--- src/rtl/multicycle_ctrl_fsm.sv ---
`default_nettype none
// ============================================================================
// multicycle_ctrl_fsm - control sequencer for the multi-cycle RV32I datapath
// Revision 1.0 - initial release
// ============================================================================
module multicycle_ctrl_fsm #(
  parameter int TIMEOUT_CYCLES = 16,
  parameter int TO_W           = 5
) (
  input  logic       clk,
  input  logic       rst,
  input  logic [6:0] op,
  input  logic       zero,
  input  logic       mem_ready,
  output logic       mem_req,
  output logic       PCWrite,
  output logic       AdrSrc,
  output logic       IRWrite,
  output logic       MemWrite,
  output logic       RegWrite,
  output logic [1:0] ALUSrcA,
  output logic [1:0] ALUSrcB,
  output logic [1:0] ALUOp,
  output logic [1:0] ResultSrc,
  output logic [1:0] ImmSrc,
  output logic       instr_retired,
  output logic       trap,
  output logic [3:0] state_dbg
);

  typedef enum logic [3:0] {
    S_FETCH    = 4'd0,
    S_DECODE   = 4'd1,
    S_MEMADR   = 4'd2,
    S_MEMREAD  = 4'd3,
    S_MEMWB    = 4'd4,
    S_MEMWRITE = 4'd5,
    S_EXECR    = 4'd6,
    S_EXECI    = 4'd7,
    S_ALUWB    = 4'd8,
    S_BEQ      = 4'd9,
    S_JAL      = 4'd10,
    S_TRAP     = 4'd11
  } state_t;

  localparam logic [6:0] c_OP_LW  = 7'b0000011;
  localparam logic [6:0] c_OP_SW  = 7'b0100011;
  localparam logic [6:0] c_OP_R   = 7'b0110011;
  localparam logic [6:0] c_OP_I   = 7'b0010011;
  localparam logic [6:0] c_OP_BEQ = 7'b1100011;
  localparam logic [6:0] c_OP_JAL = 7'b1101111;
  localparam logic [TO_W-1:0] c_THR =
    TO_W'((TIMEOUT_CYCLES > 0) ? TIMEOUT_CYCLES - 1 : 0);

  state_t          state_q, state_d;
  logic [6:0]      op_q, op_d;
  logic [TO_W-1:0] wcnt_q, wcnt_d;
  logic            w_wait;
  logic            w_timeout;

  always_comb begin
    state_d   = state_q;
    op_d      = op_q;
    wcnt_d    = '0;
    w_wait    = (state_q == S_FETCH) || (state_q == S_MEMREAD) ||
                (state_q == S_MEMWRITE);
    // The threshold cycle is the TIMEOUT_CYCLES-th stalled cycle; a ready
    // arriving on that same cycle still completes the access.
    w_timeout = (TIMEOUT_CYCLES > 0) && w_wait && !mem_ready &&
                (wcnt_q == c_THR);
    case (state_q)
      S_FETCH:    if (mem_ready) state_d = S_DECODE;
      S_DECODE: begin
        op_d = op;
        case (op)
          c_OP_LW, c_OP_SW: state_d = S_MEMADR;
          c_OP_R:           state_d = S_EXECR;
          c_OP_I:           state_d = S_EXECI;
          c_OP_BEQ:         state_d = S_BEQ;
          c_OP_JAL:         state_d = S_JAL;
          default:          state_d = S_TRAP;
        endcase
      end
      S_MEMADR:   state_d = (op_q == c_OP_SW) ? S_MEMWRITE : S_MEMREAD;
      S_MEMREAD:  if (mem_ready) state_d = S_MEMWB;
      S_MEMWB:    state_d = S_FETCH;
      S_MEMWRITE: if (mem_ready) state_d = S_FETCH;
      S_EXECR:    state_d = S_ALUWB;
      S_EXECI:    state_d = S_ALUWB;
      S_ALUWB:    state_d = S_FETCH;
      S_BEQ:      state_d = S_FETCH;
      S_JAL:      state_d = S_ALUWB;
      S_TRAP:     state_d = S_TRAP;
      default:    state_d = S_TRAP;
    endcase
    if (w_timeout) state_d = S_TRAP;
    if (w_wait && !mem_ready && (state_d == state_q)) wcnt_d = wcnt_q + 1'b1;
  end

  always_ff @(posedge clk) begin
    if (rst) begin
      state_q <= S_FETCH;
      op_q    <= '0;
      wcnt_q  <= '0;
    end else begin
      state_q <= state_d;
      op_q    <= op_d;
      wcnt_q  <= wcnt_d;
    end
  end

  // Outputs are held at zero for the whole of reset so no stale write escapes.
  always_comb begin
    mem_req       = 1'b0;
    PCWrite       = 1'b0;
    AdrSrc        = 1'b0;
    IRWrite       = 1'b0;
    MemWrite      = 1'b0;
    RegWrite      = 1'b0;
    ALUSrcA       = 2'b00;
    ALUSrcB       = 2'b00;
    ALUOp         = 2'b00;
    ResultSrc     = 2'b00;
    ImmSrc        = 2'b00;
    instr_retired = 1'b0;
    trap          = 1'b0;
    state_dbg     = 4'd0;
    if (!rst) begin
      state_dbg = state_q;
      case (state_q)
        S_FETCH: begin
          mem_req   = 1'b1;
          ALUSrcB   = 2'b10;
          ResultSrc = 2'b10;
          IRWrite   = mem_ready;
          PCWrite   = mem_ready;
        end
        S_DECODE: begin
          ALUSrcA = 2'b01;
          ALUSrcB = 2'b01;
          if (op == c_OP_BEQ)      ImmSrc = 2'b10;
          else if (op == c_OP_JAL) ImmSrc = 2'b11;
        end
        S_MEMADR: begin
          ALUSrcA = 2'b10;
          ALUSrcB = 2'b01;
          if (op_q == c_OP_SW) ImmSrc = 2'b01;
        end
        S_MEMREAD: begin
          mem_req = 1'b1;
          AdrSrc  = 1'b1;
        end
        S_MEMWB: begin
          ResultSrc     = 2'b01;
          RegWrite      = 1'b1;
          instr_retired = 1'b1;
        end
        S_MEMWRITE: begin
          mem_req       = 1'b1;
          AdrSrc        = 1'b1;
          MemWrite      = 1'b1;
          ImmSrc        = 2'b01;
          instr_retired = mem_ready;
        end
        S_EXECR: begin
          ALUSrcA = 2'b10;
          ALUOp   = 2'b10;
        end
        S_EXECI: begin
          ALUSrcA = 2'b10;
          ALUSrcB = 2'b01;
          ALUOp   = 2'b10;
        end
        S_ALUWB: begin
          RegWrite      = 1'b1;
          instr_retired = 1'b1;
        end
        S_BEQ: begin
          ALUSrcA       = 2'b10;
          ALUOp         = 2'b01;
          ImmSrc        = 2'b10;
          PCWrite       = zero;
          instr_retired = 1'b1;
        end
        S_JAL: begin
          ALUSrcA = 2'b01;
          ALUSrcB = 2'b10;
          PCWrite = 1'b1;
        end
        S_TRAP:  trap = 1'b1;
        default: trap = 1'b0;
      endcase
    end
  end

endmodule
`default_nettype wire

--- config.mk ---
export PLATFORM = sky130hd
export DESIGN_NAME = multicycle_ctrl_fsm
export DESIGN_NICKNAME = d
export VERILOG_FILES = /design/src/rtl/multicycle_ctrl_fsm.sv
export SDC_FILE = /design/constraint.sdc
export NUM_CORES = 1
export LEC_CHECK = 0
export CAP_MARGIN = 0
export CORE_MARGIN = 2
export CORE_UTILIZATION = 56
export CTS_CLUSTER_DIAMETER = 50
export DETAILED_ROUTE_END_ITERATION = 16
export DONT_BUFFER_PORTS = 1
export PLACE_DENSITY = 0.71
export SLEW_MARGIN = 20
export SYNTH_ARGS = -nofsm -noshare
export SYNTH_HDL_FRONTEND = slang
export SYNTH_SLANG_ARGS = --single-unit
export TNS_END_PERCENT = 20
--- constraint.sdc ---
create_clock -name clk -period 2.7 [get_ports clk]
set_input_delay 0.54 -clock clk [delete_from_list [all_inputs] [get_ports clk]]
set_output_delay 0.54 -clock clk [all_outputs]
set_load 0.01 [all_outputs]
# Word-level counts from Yosys, hierarchy flattened
# Cells that the tools add are included.
# classes
bitwise_logic,1
reduce_logical,19
eq_ne,20
muxes,37
addsub,1
# op_table
op,count
4-bit case mux with 7 select lines,1
7-bit by 6-bit equality test with 1-bit output (second input constant),3
4-bit two-way mux,5
4-bit case mux with 5 select lines,1
4-bit by 3-bit equality test with 1-bit output (second input constant),4
4-bit equality test (second input constant),4
2-bit case mux with 2 select lines,4
1-bit two-way mux,15
7-bit equality test (second input constant),2
2-bit two-way mux,7
2-bit OR reduction,7
3-bit OR reduction,4
4-bit by 2-bit equality test with 1-bit output (second input constant),2
2-bit case mux with 4 select lines,1
7-bit by 2-bit equality test with 1-bit output (second input constant),1
7-bit by 5-bit equality test with 1-bit output (second input constant),1
5-bit by 1-bit adder with 5-bit output (second input constant),1
5-bit by 4-bit equality test with 1-bit output (second input constant),1
4-bit by 1-bit equality test with 1-bit output (second input constant),1
4-bit equality test,1
4-bit zero test,1
4-bit OR reduction,1
1-bit logical AND,3
3-bit two-way mux,1
5 further kinds,6
# word_totals
ff_bits,16
in_bits,11
out_inout_bits,22

# Logic depth before layout (Yosys ltp)
# Gate-level depths: netlist of run 1.
# depth
depth_word,10
ltp_mapped,7

# Worst setup path after synthesis of run 1
# Ideal clock, no wire load.
# synth_timing
path_type,reg2out
start,register state_q[2]
end,output port ImmSrc[1]
path_stages_with_launch,6
arrival_ps,1798
path_slack_ps,362
path_cell_list,dfxtp_1 buf_2 or4b_4 buf_6 or4_1 a21oi_1
# synth_via
elab_chain_cells,3
# synth_rtl
element,line_no,rtl
"start, declared",55,"state_t state_q, state_d;"
"start signal, assigned",106,state_q <= state_d;
4-bit equality test (tied with other cells),130,case (state_q)
2-bit case mux with 4 select lines (*),130,
2-bit two-way mux (*),128,if (!rst) begin
"end, declared",25,"output logic [1:0] ImmSrc,"
# Every way passes the cells marked *; elsewhere a longest branch is shown, timed or not.

# Worst setup path after layout of run 1
# Ends and elaborated chain as after synthesis.

==> results of run 1 <==
[metrics by stage]
stage,std cells,setup WS [ns],hold WS [ns],utilization,cell area [um2]
floorplan,164,0.362,0.431,-,1190
global placement,187,0.519,0.435,0.616,1220
detailed placement,187,0.463,0.442,0.616,1220
CTS,191,0.154,0.317,0.634,1260
global route,191,0.00715,0.313,0.634,1260
finish,191,0.166,0.326,0.634,1260
[worst max-delay path, cell delays in order, from the launching register on]
cell	delay, ns
dfxtp_1	0.32
or4b_4	0.60
or4_1	0.51
a21oi_1	0.28
[cell usage in the layout, fill, tap and decap left out, types with 2 or more instances in the layout]
cell type and instances:
o21ai_0 5, nand3b_1 3, nand2_1 21, a2111oi_0 2, ha_1 2, xor2_1 4, nor2b_1 6, or2_1 2
and2_1 4, inv_1 4, a31oi_1 3, dfxtp_1 16, and3_1 5, a21oi_1 18, or4_1 2, clkbuf_4 3
buf_4 8, nand2b_1 5, nor2_1 12, nor3_1 14, nand3_1 2
[state kept, by name, summed over array words and instances (netlist names)]
name	flops
op_q	7
state_q	4
wcnt_q	5
[layer usage]
layer  vias to the layer above  part of all wire  global-route usage
met2                        37              0.50               0.439
met1                       562              0.44               0.331
met4                         0            0.0046              0.0463
met3                         2             0.059              0.0182
li1                        583                 -                   -
met5                         -                 0                   0
[logic make-up (layout without fill, tap and decap cells)]
kind of cell	after synthesis	in the layout	share of synthesized area
AOI/OAI and AO/OA	37	37	0.188
xor gates and xnor gates	5	5	0.0369
adders and majority gates	2	2	0.0211
buffers and inverters	16	16	0.0643
DFF	16	16	0.270
muxes	2	2	0.0179
and+or+nand+nor	86	86	0.403
[final timing paths]
| path | start | end | slack [ns] | cells after the start |
|---|---|---|---|---|
| setup / recovery | state_q[2] | ImmSrc[1] | 0.17 | 3 |
| hold / removal | rst | op_q[6] | 0.33 | 1 |
| setup reg to reg | state_q[1] | wcnt_q[2] | 0.70 | 5 |
| hold reg to reg | op_q[3] | op_q[3] | 0.45 | 2 |
[final cells by class]
type	instances	share of cell area
multi-input combinational	132	0.629
sequential	16	0.255
timing repair buffer	8	0.0478
clock buffer	4	0.0289
tap	27	0.0269
inverter	4	0.0120
[power by group through the flow]
| stage | clock [uW] | sequential (uW) | combinational [uW] |
|---|---|---|---|
| after floorplan | 0 | 297 | 368 |
| after global placement | 0 | 294 | 452 |
| after detailed placement | 0 | 297 | 465 |
| after CTS | 156 | 291 | 466 |
| after global routing | 164 | 295 | 522 |
| final | 151 | 291 | 470 |
==> flow_summary.toml, run 1 <==
[status]
status = "finished clean"

[grt]
grt_max_degree = 26
grt_pass1_wl_mm = 5.00
grt.total_usage = 0.249
antenna_found_initial = 0
first_global_vias = 1121
grt.overflow.total = 0

[sta]
fmax_ghz = 0.395
setup_viol = 0
timing.final.crit_share = 0.939
slew_headroom = 0.494
clock_skew_ns = 0.00484
drv_slew = 0
hold_viol = 0
min_period_ns = 2.53
fin_setup_tns_ns = 0
worst_pin_slew_ns = 0.747
rsz0062_at_grt = "no"

[drt]
wl_per_cell_um = 14.9
vias = 1184
drcViolationCount = 0
ant_nets = 0
initialDrtViolationCount = 23
post_drt_via_cell_ratio = 6.20
routed_wl_mm = 2.84
drt_first_pass_iters = 4

[yosys]
ys_ff_latch = 16
yosys-top-cells-area = "dfxtp_1 27%, a21oi_1 7.6%, nand2_1 6.6%"
synth_top_area_share = 0.270
synth_most_common_cell = "nand2_1"
synth_common_cells = "21 x nand2_1, 18 x a21oi_1, 16 x dfxtp_1"
syn_avg_cell_area_um2 = 7.24
async_flop_share = 0
yosysSeqAreaShare = 0.270
synth_edf_count = 0
synthCells = 164
ys_types = 45
syn-num-nets = 177
syn_area_um2 = 1190
yosys.area.top_type = "dfxtp_1"
ys.flop_type = "dfxtp_1"
ys_warn_count = 0

[clock_network]
path_clk_slew_ns = 0.09
cts.repair_timing.setup_buffer_count = 0
cts_sinks = 16
cts_buffer_depth = 2
cts_resized = 0
cts_hold_buf = 0
cts_buffers = 3
cts_tree = "built"
cts_max_level = 1
worstSkewPairLatency_ns = 0.27
cts_root_buf = "clkbuf_4"

[power]
power_uw = 912
p_leak_uw = 0.000473
ir_drop_v = 0.000543
p_per_area_nw_per_um2 = 726
p_clk_frac = 0.166
combinationalPowerShare = 0.515
internal_power_uw = 538
pwr-share-seq = 0.319
power.switching_uw = 374
sw_frac_of_total = 0.410

[cells_and_area]
n_antenna_cell = 0
drive_above_1_share = 0.0915
fillCellCount = 204
areaGrowthSynthToFinish_pct = 5.80
final_nets = 178
seq_area_um2 = 320
multi_input_area_um2 = 791

[flow_run]
maxCapViolCount = 0

[worst_setup_path]
startpoint_type = "flop"
path_class = "reg -> out"
worstPathArrival_ns = 1.99
critPathRequiredTime_ns = 2.16
path_max_fanout = 11
worstSetupEndpointType = "primary output"

[floorplanning]
rows = 16
fp.dieArea_um2 = 2500
fp.dieW_um = 50.0
pin_count = 33
start_util = 0.599
core-area_um2 = 1980
die_y_um = 50.0

[place]
place_hpwl_mm = 2.12
gp_congestion = 0.856
port_buffers = 0

[hold_path]
min_path_type = "in -> reg"
Note: power is estimated with default switching activity, not from simulation.
==> run 2, diff against run 1 <==
--- a/config.mk
+++ b/config.mk
@@ -10,2 +10,3 @@
 export CORE_UTILIZATION = 56
+export CTS_BUF_LIST = sky130_fd_sc_hd__clkbuf_8
 export CTS_CLUSTER_DIAMETER = 50
==> constraint.sdc (replaced) <==
create_clock -name clk -period 2.7 [get_ports clk]
set_input_delay 0.675 -clock clk [delete_from_list [all_inputs] [get_ports clk]]
set_output_delay 0.675 -clock clk [all_outputs]
set_load 0.01 [all_outputs]
==> run 2 against run 1 <==
  * Sequential share of layout area fell by 0.45 points
  * Total power rose by 4.2%
  * Hold slack improved by 0.12 ns
  * Clock skew fell by 0.0030 ns
  * Cell area rose by 1.8%
  * Combinational power barely moved
==> flow_summary.toml, run 2 (synthesized netlist as in run 1, its figures left out) <==
[clock_network]
cts.repair_timing.setup_buffer_count = 0
worstSkewPairLatency_ns = 0.25
cts_tree = "built"
cts_max_level = 1
cts_buffer_depth = 2
cts_root_buf = "clkbuf_8"
cts_buffers = 3
cts_sinks = 16
path_clk_slew_ns = 0.06

[worst_setup_path]
path_cells = "or4b_4 > or4_1 > a21oi_2"
cpPeakStageDelay_ns = 0.61
path_class = "reg -> out"
r2r_end = "state_q[2]"
path_max_fanout = 12
rrSetupSlack_ns = 0.67
startpoint_type = "flop"
worstSetupEndpointType = "primary output"
rr_worst_depth = 4
worstPathArrival_ns = 2.00
reg2reg_from = "state_q[3]"
crit_path_top_delay_cell = "or4b_4"
critPathRequiredTime_ns = 2.03

[cells_and_area]
layout_common_cells = "21 x nand2_1, 17 x a21oi_1, 16 x dfxtp_1"
final_nets = 179
reg_top3 = "op_q: 7 flops, wcnt_q: 5 flops, state_q: 4 flops"
n_antenna_cell = 0
design_area_um2 = 1280
areaGrowthSynthToFinish_pct = 7.69
max_flop_register = "op_q"
largest_reg_flops = 7
drive_above_1_share = 0.104
layout_commonest_cell = "nand2_1"

[floorplanning]
die_y_um = 50.0
rows = 16
fp.dieW_um = 50.0
pin_count = 33
core-area_um2 = 1980
fp.dieArea_um2 = 2500
start_util = 0.599

[power]
power.switching_uw = 389
p_clk_frac = 0.190
p_leak_uw = 0.000481
p_per_area_nw_per_um2 = 743
combinationalPowerShare = 0.494
sw_frac_of_total = 0.409
ir_drop_v = 0.000480
internal_power_uw = 561
pwr-share-seq = 0.315
power_uw = 950

[status]
status = "finished clean"

[grt]
grt.overflow.total = 0
grt_max_degree = 26
grt.total_usage = 0.240
grt_pass1_wl_mm = 4.73
first_global_vias = 1104
antenna_found_initial = 0

[hold_path]
min_path_type = "reg -> reg"
min_from = "op_q[0]"
whs_path_depth = 2
hold_end = "op_q[0]"

[drt]
post_drt_via_cell_ratio = 6.10
vias = 1165
drt_first_pass_iters = 4
ant_nets = 0
routed_wl_mm = 2.84
drcViolationCount = 0
initialDrtViolationCount = 32
wl_per_cell_um = 14.8

[flow_run]
maxCapViolCount = 0

[sta]
fin_setup_tns_ns = 0
setup_viol = 0
hold_viol = 0
drv_slew = 0
hold_ws_ns = 0.449
fmax_ghz = 0.374
clock_skew_ns = 0.00183
worst_pin_slew_ns = 0.704
timing.final.crit_share = 0.989
min_period_ns = 2.67
slew_headroom = 0.523
rsz0062_at_grt = "yes"

[place]
place_hpwl_mm = 2.02
placed_cell_area_um2 = 1230
gp_congestion = 0.788
port_buffers = 0
[run 2: layout make-up]
cell class	instances	area (um2)
clock buffers	3	41.3
multi-input cells	132	801
flip-flops and latches	16	320
repair buffers	9	67.6
fillers	180	703
inverters	4	15.0
well taps	27	33.8
[run 2: repair_timing]
| item | 4_1_cts | 5_1_grt |
|---|---|---|
| hold buffers | 0 | 0 |
| setup endpoints to repair | 0 | 2 |
| gates resized for setup | 0 | 2 |
[run 2: worst max path at each step]
stage,from,to,slack [ns],cells past startpoint
after floorplan,state_q[2],ImmSrc[1],0.23,5
after global placement,state_q[3],ImmSrc[1],0.30,3
after detailed placement,state_q[3],ImmSrc[1],0.28,3
after CTS,state_q[3],ImmSrc[1],0.002,3
after global routing,state_q[3],ImmSrc[1],-0.01,3
final,state_q[3],ImmSrc[1],0.03,3
[run 2: metrics by stage]
step	utilization	setup WS, ns	cells
floorplan	-	0.227	164
global placement	0.619	0.302	188
detailed placement	0.619	0.283	188
CTS	0.640	0.00197	191
global route	0.645	-0.0100	191
finish	0.645	0.0289	191
[run 2: power groups by stage]
| stage | Sequential (uW) | Clock [uW] | Combinational (uW) |
|---|---|---|---|
| CTS | 299 | 184 | 459 |
| global route | 303 | 191 | 524 |
| detailed placement | 304 | 0 | 457 |
| finish | 300 | 181 | 470 |
| floorplan | 297 | 0 | 368 |
| global placement | 302 | 0 | 450 |
[run 2: metal layers]
layer	global-route usage	up-vias	share of wire	wire length [um]
met5	0	-	0	0
met4	0.0602	0	0.0081	23
met3	0.0424	3	0.056	158
met2	0.414	35	0.48	1360
met1	0.306	544	0.46	1300
li1	-	583	-	-
[run 2: critical path, delay by kind of cell (launching register included)]
kind / cells / cell delay [ns]
AOI/OAI and AO/OA: 1 / 0.21
and+or+nand+nor: 2 / 1.13
DFF: 1 / 0.42
==> patch 1, RTL diff (settings of run 1) <==
`TO_W`: 5 -> 10.
--- a/src/rtl/multicycle_ctrl_fsm.sv
+++ b/src/rtl/multicycle_ctrl_fsm.sv
@@ -5,7 +5,7 @@
 // ============================================================================
 module multicycle_ctrl_fsm #(
   parameter int TIMEOUT_CYCLES = 16,
-  parameter int TO_W           = 5
+  parameter int TO_W           = 10
 ) (
   input  logic       clk,
   input  logic       rst,
Function: same outputs for any inputs over 10 cycles, from zero or initial values and one cycle with rst high; that may be too few to reach the edited logic, so the function may still have changed.
==> patch 1 against run 1 <==
  * Synthesized area is 16% higher
  * Hold slack worse by 27 ps
  * Power up 6.6%
  * Final area is 15% higher
  * Sequential share of layout area grew 3.5 points
  * Largest cell class unchanged
  * Final cell count up 10%
  * Setup slack improved by 74 ps
  * Routed wire length increased by 9.5%
  * Die area grew 15%
  * Sequential cell count is 5 higher
==> patch 1: results (changes against run 1) <==
grt_pass1_wl_um: 5180  # +3.6%
async_reset_ff_frac: 0  # unchanged
clkLatencyLatePin_ps: 300  # +30 ps
inverters: 2  # -2
leakagePower_nw: 0.515  # +9.0%
drt-initial-drc-count: 24  # +4.3%
place_area_um2: 1420  # +17%
nets: 196  # +10%
dpl.cell_count: 207  # +11%
routed_wl_um: 3110  # +9.5%
synth_xor_area_frac: 0.0697  # +0.0329
post-route-util: 0.637  # +0.00278
crit_path_max_fanout: 15  # +4
status: "finished clean"
wl_met3_um: 112  # -33%
multiInputGateArea_um2: 898  # +14%
drive_gt1_frac: 0.104  # +0.0124
wl_met1_um: 1460  # +17%
grt_usage: 0.241  # -0.00747
dpl_worst_slack_ps: 600  # +138 ps
synth.avg_cell_area_um2: 7.59  # +4.8%
wl_per_cell_um: 14.8  # -0.88%
wl_met2_um: 1530  # +7.9%
synthTopCellsByArea: "dfxtp_1, nand2_1, nor2_1, xnor2_1, a21oi_1"
routed_via_density: 6.10  # -1.5%
dp_hpwl_um: 2340  # +10%
seq_area_frac_synth: 0.304  # +0.0346
fin_worst_skew_ps: 2.99  # -1.85 ps
synthMuxAreaShare: 0  # -0.0179
slew-limit-headroom: 0.612  # +0.118
clkCellAreaFrac: 0.0190  # -0.00989
synth-seq-cells: 21  # +5
synth_nets: 194  # +9.6%
irDropWorstVdd_uv: 351  # -35%
clk_pin_slew_ps: 120  # +30 ps
grt_pass1_vias: 1182  # +5.4%
buf_share: 0.0415  # -0.00636
multi_input_area_share: 0.620  # -0.00945
## patch 1: changes by cell type after synthesis, sizes merged, moves of 4 or more
| cell | change |
|---|---|
| nor2 | +8 |
| nand3 | +5 |
| xnor2 | +7 |
| nor4 | +4 |
| a21oi | -6 |
| dfxtp | +5 |
| nor3 | -6 |
## patch 1: power by group
group	internal, mW	switching, mW
Sequential	0.347	0.0615
Combinational	0.181	0.231
Clock	0.0551	0.0972
Total	0.583	0.389
## patch 1: worst max-delay path, cell delays in order, from the launching register on
cell and delay [ps]:
dfxtp_1 660, buf_4 250, nand2_1 80, a2111oi_0 430, buf_4 190
## patch 1: final timing paths
check,startpoint,endpoint,slack (ps),cells after the start
max reg2reg,state_q[0],wcnt_q[1],770,4
max,state_q[1],ALUSrcB[0],240,4
min reg2reg,op_q[4],op_q[4],460,2
min,rst,state_q[3],300,1
## patch 1: layer usage
layer,track usage,up-vias
li1,-,653
met1,0.313,604
met2,0.429,29
met3,0.0167,2
met4,0.0641,0
met5,0,-
==> patch 2, RTL diff (flow settings as in run 1) <==
Made on the original files. `op_q` no longer has a reset.
--- a/src/rtl/multicycle_ctrl_fsm.sv
+++ b/src/rtl/multicycle_ctrl_fsm.sv
@@ -100,13 +100,15 @@
   always_ff @(posedge clk) begin
     if (rst) begin
       state_q <= S_FETCH;
-      op_q    <= '0;
       wcnt_q  <= '0;
     end else begin
       state_q <= state_d;
-      op_q    <= op_d;
       wcnt_q  <= wcnt_d;
     end
+  end
+
+  always_ff @(posedge clk) begin
+    op_q <= op_d;
   end
 
   // Outputs are held at zero for the whole of reset so no stale write escapes.
Check against the original RTL: no difference found for any inputs over 10 cycles, from zero or initial values and one cycle with rst high; that may be too few to reach the edited logic, so the function may still have changed.
==> patch 2 against run 1 <==
  * Routed wire length fell by 9.7%
  * Synthesized area rose by 5.6%
  * Power rose by 17%
  * Final area up 2.0%
  * Non-clock buffer count shrank 1
  * Sequential cell count unchanged
  * Setup slack improved by 58 ps
  * Synthesized cell count decreased by 12%
  * Highest routed layer unchanged
==> patch 2: results (changes against run 1) <==
tightest_slew_ps: 649  # -98.2 ps
antenna_found_initial: 0  # unchanged
synth_compound_area_frac: 0.234  # +0.0460
synth_nets: 158  # -11%
routed_wl_um: 2570  # -9.7%
synth_xor_area_frac: 0.0419  # +0.00504
irDropWorstVdd_uv: 551  # +1.5%
critical_path.startpoint: "state_q[0]"
async_reset_ff_frac: 0  # unchanged
seq_area_frac_synth: 0.311  # +0.0416
clk_pin_slew_ps: 90  # about the same
routed_via_density: 6.18  # -0.38%
fin_worst_skew_ps: 6.64  # +1.80 ps
dpl.cell_count: 167  # -11%
ys_warn_count: 0  # unchanged
status: "finished clean"
dp_hpwl_um: 1900  # -10%
grt_usage: 0.213  # -0.0357
synth.avg_cell_area_um2: 8.65  # +19%
drive_gt1_frac: 0.154  # +0.0624
leakagePower_nw: 0.436  # -7.7%
crit_family: "compound AO/OA/AOI/OAI gates"
min-delay-start: "rst"
synth_edf_count: 7  # +7
place_area_um2: 1250  # +2.9%
grt_pass1_wl_um: 4240  # -15%
io_buffers: 0  # unchanged
cp_slowest_cell: "dfxtp_1"
grt_pass1_vias: 909  # -19%
yosys.area_share.adder: 0.0200  # -0.00111
firstDrtPassIters: 4  # unchanged
synth_cell_types: 52  # +16%
finalWeightedCongestion: 0.851  # -0.61%
synthMuxAreaShare: 0  # -0.0179
drt-initial-drc-count: 31  # +35%
critPathMaxStageDelay_ps: 500  # -100 ps
synthTopCellsByArea: "edfxtp_1, dfxtp_1, nor3_1, buf_6, nor2_1"
synth.top_cells.by_count: "nor2_1, nand2_1, dfxtp_1, nor3_1"
grt_max_degree: 20  # -23%
cts_inserted_buffers: 3  # unchanged
cts_max_level: 1  # unchanged
antenna_cells: 0  # unchanged
arrival_ps: 1940  # -50 ps
ctsRootBufferMaster: "clkbuf_4"
worstReg2RegStart: "state_q[2]"
n_fill_cell: 221  # +8.3%
crit_path_max_fanout: 18  # +7
clk_path_buf_depth: 2  # unchanged
hold_class: "input port to flop"
vias: 1056  # -11%
postCtsSetupBuffers: 0  # unchanged
yosys_most_used_dff: "dfxtp_1"
[patch 2: cell count changes in the layout (fill, tap and decap cells not counted), sizes merged, moves of 4 or more]
cell	delta
nand2	-10
nor3	-4
dfxtp	-7
edfxtp	+7
a21oi	-11
[patch 2: path summary, 6_finish.rpt]
path	to	slack, ps	cells past startpoint
setup reg to reg	state_q[1]	910	6
hold reg to reg	wcnt_q[0]	450	1
setup / recovery	ImmSrc[0]	220	5
hold / removal	state_q[0]	320	1
[patch 2: area by class of cell]
cell class | instances | share of cell area
Timing Repair Buffer | 7 | 0.0410
Inverter | 6 | 0.0176
Clock inverter | 1 | 0.00293
Clock buffer | 3 | 0.0176
Tap cell | 28 | 0.0273
Multi-Input combinational cell | 110 | 0.589
Sequential cell | 16 | 0.305
[patch 2: worst reg2reg max path, stage by stage, from the launching register on]
cell and delay (ps):
dfxtp_1 520, buf_4 290, nor4b_4 290, buf_4 220, o41ai_1 100, o311a_1 130
a31oi_1 170
[patch 2: logic make-up after synthesis]
logic type,Yosys count
and+or+nand+nor,64
AOI/OAI and AO/OA,38
buffers and inverters,19
DFF,16
xor gates and xnor gates,6
adders and majority gates,2
[patch 2: stage by stage]
stage / utilization / hold slack (ps) / setup WS, ps
after global routing: 0.591 / 297 / 110
final: 0.591 / 316 / 224
after floorplan: - / 418 / 639
after global placement: 0.578 / 432 / 580
after CTS: 0.591 / 304 / 227
after detailed placement: 0.578 / 440 / 562
[patch 2: per-layer routing]
| metal | track usage | routed length, um | up-vias |
|---|---|---|---|
| li1 | - | - | 526 |
| met1 | 0.296 | 1120 | 499 |
| met2 | 0.342 | 1300 | 29 |
| met3 | 0.0585 | 143 | 2 |
| met4 | 0.0263 | 6 | 0 |
| met5 | 0 | 0 | - |
[patch 2: power breakdown]
part / internal [mW] / leakage, nW / total (mW) / switching, mW
clock network: 0.0537 / 0.0154 / 0.123 / 0.0695
registers: 0.316 / 0.138 / 0.380 / 0.0642
logic: 0.243 / 0.282 / 0.565 / 0.322
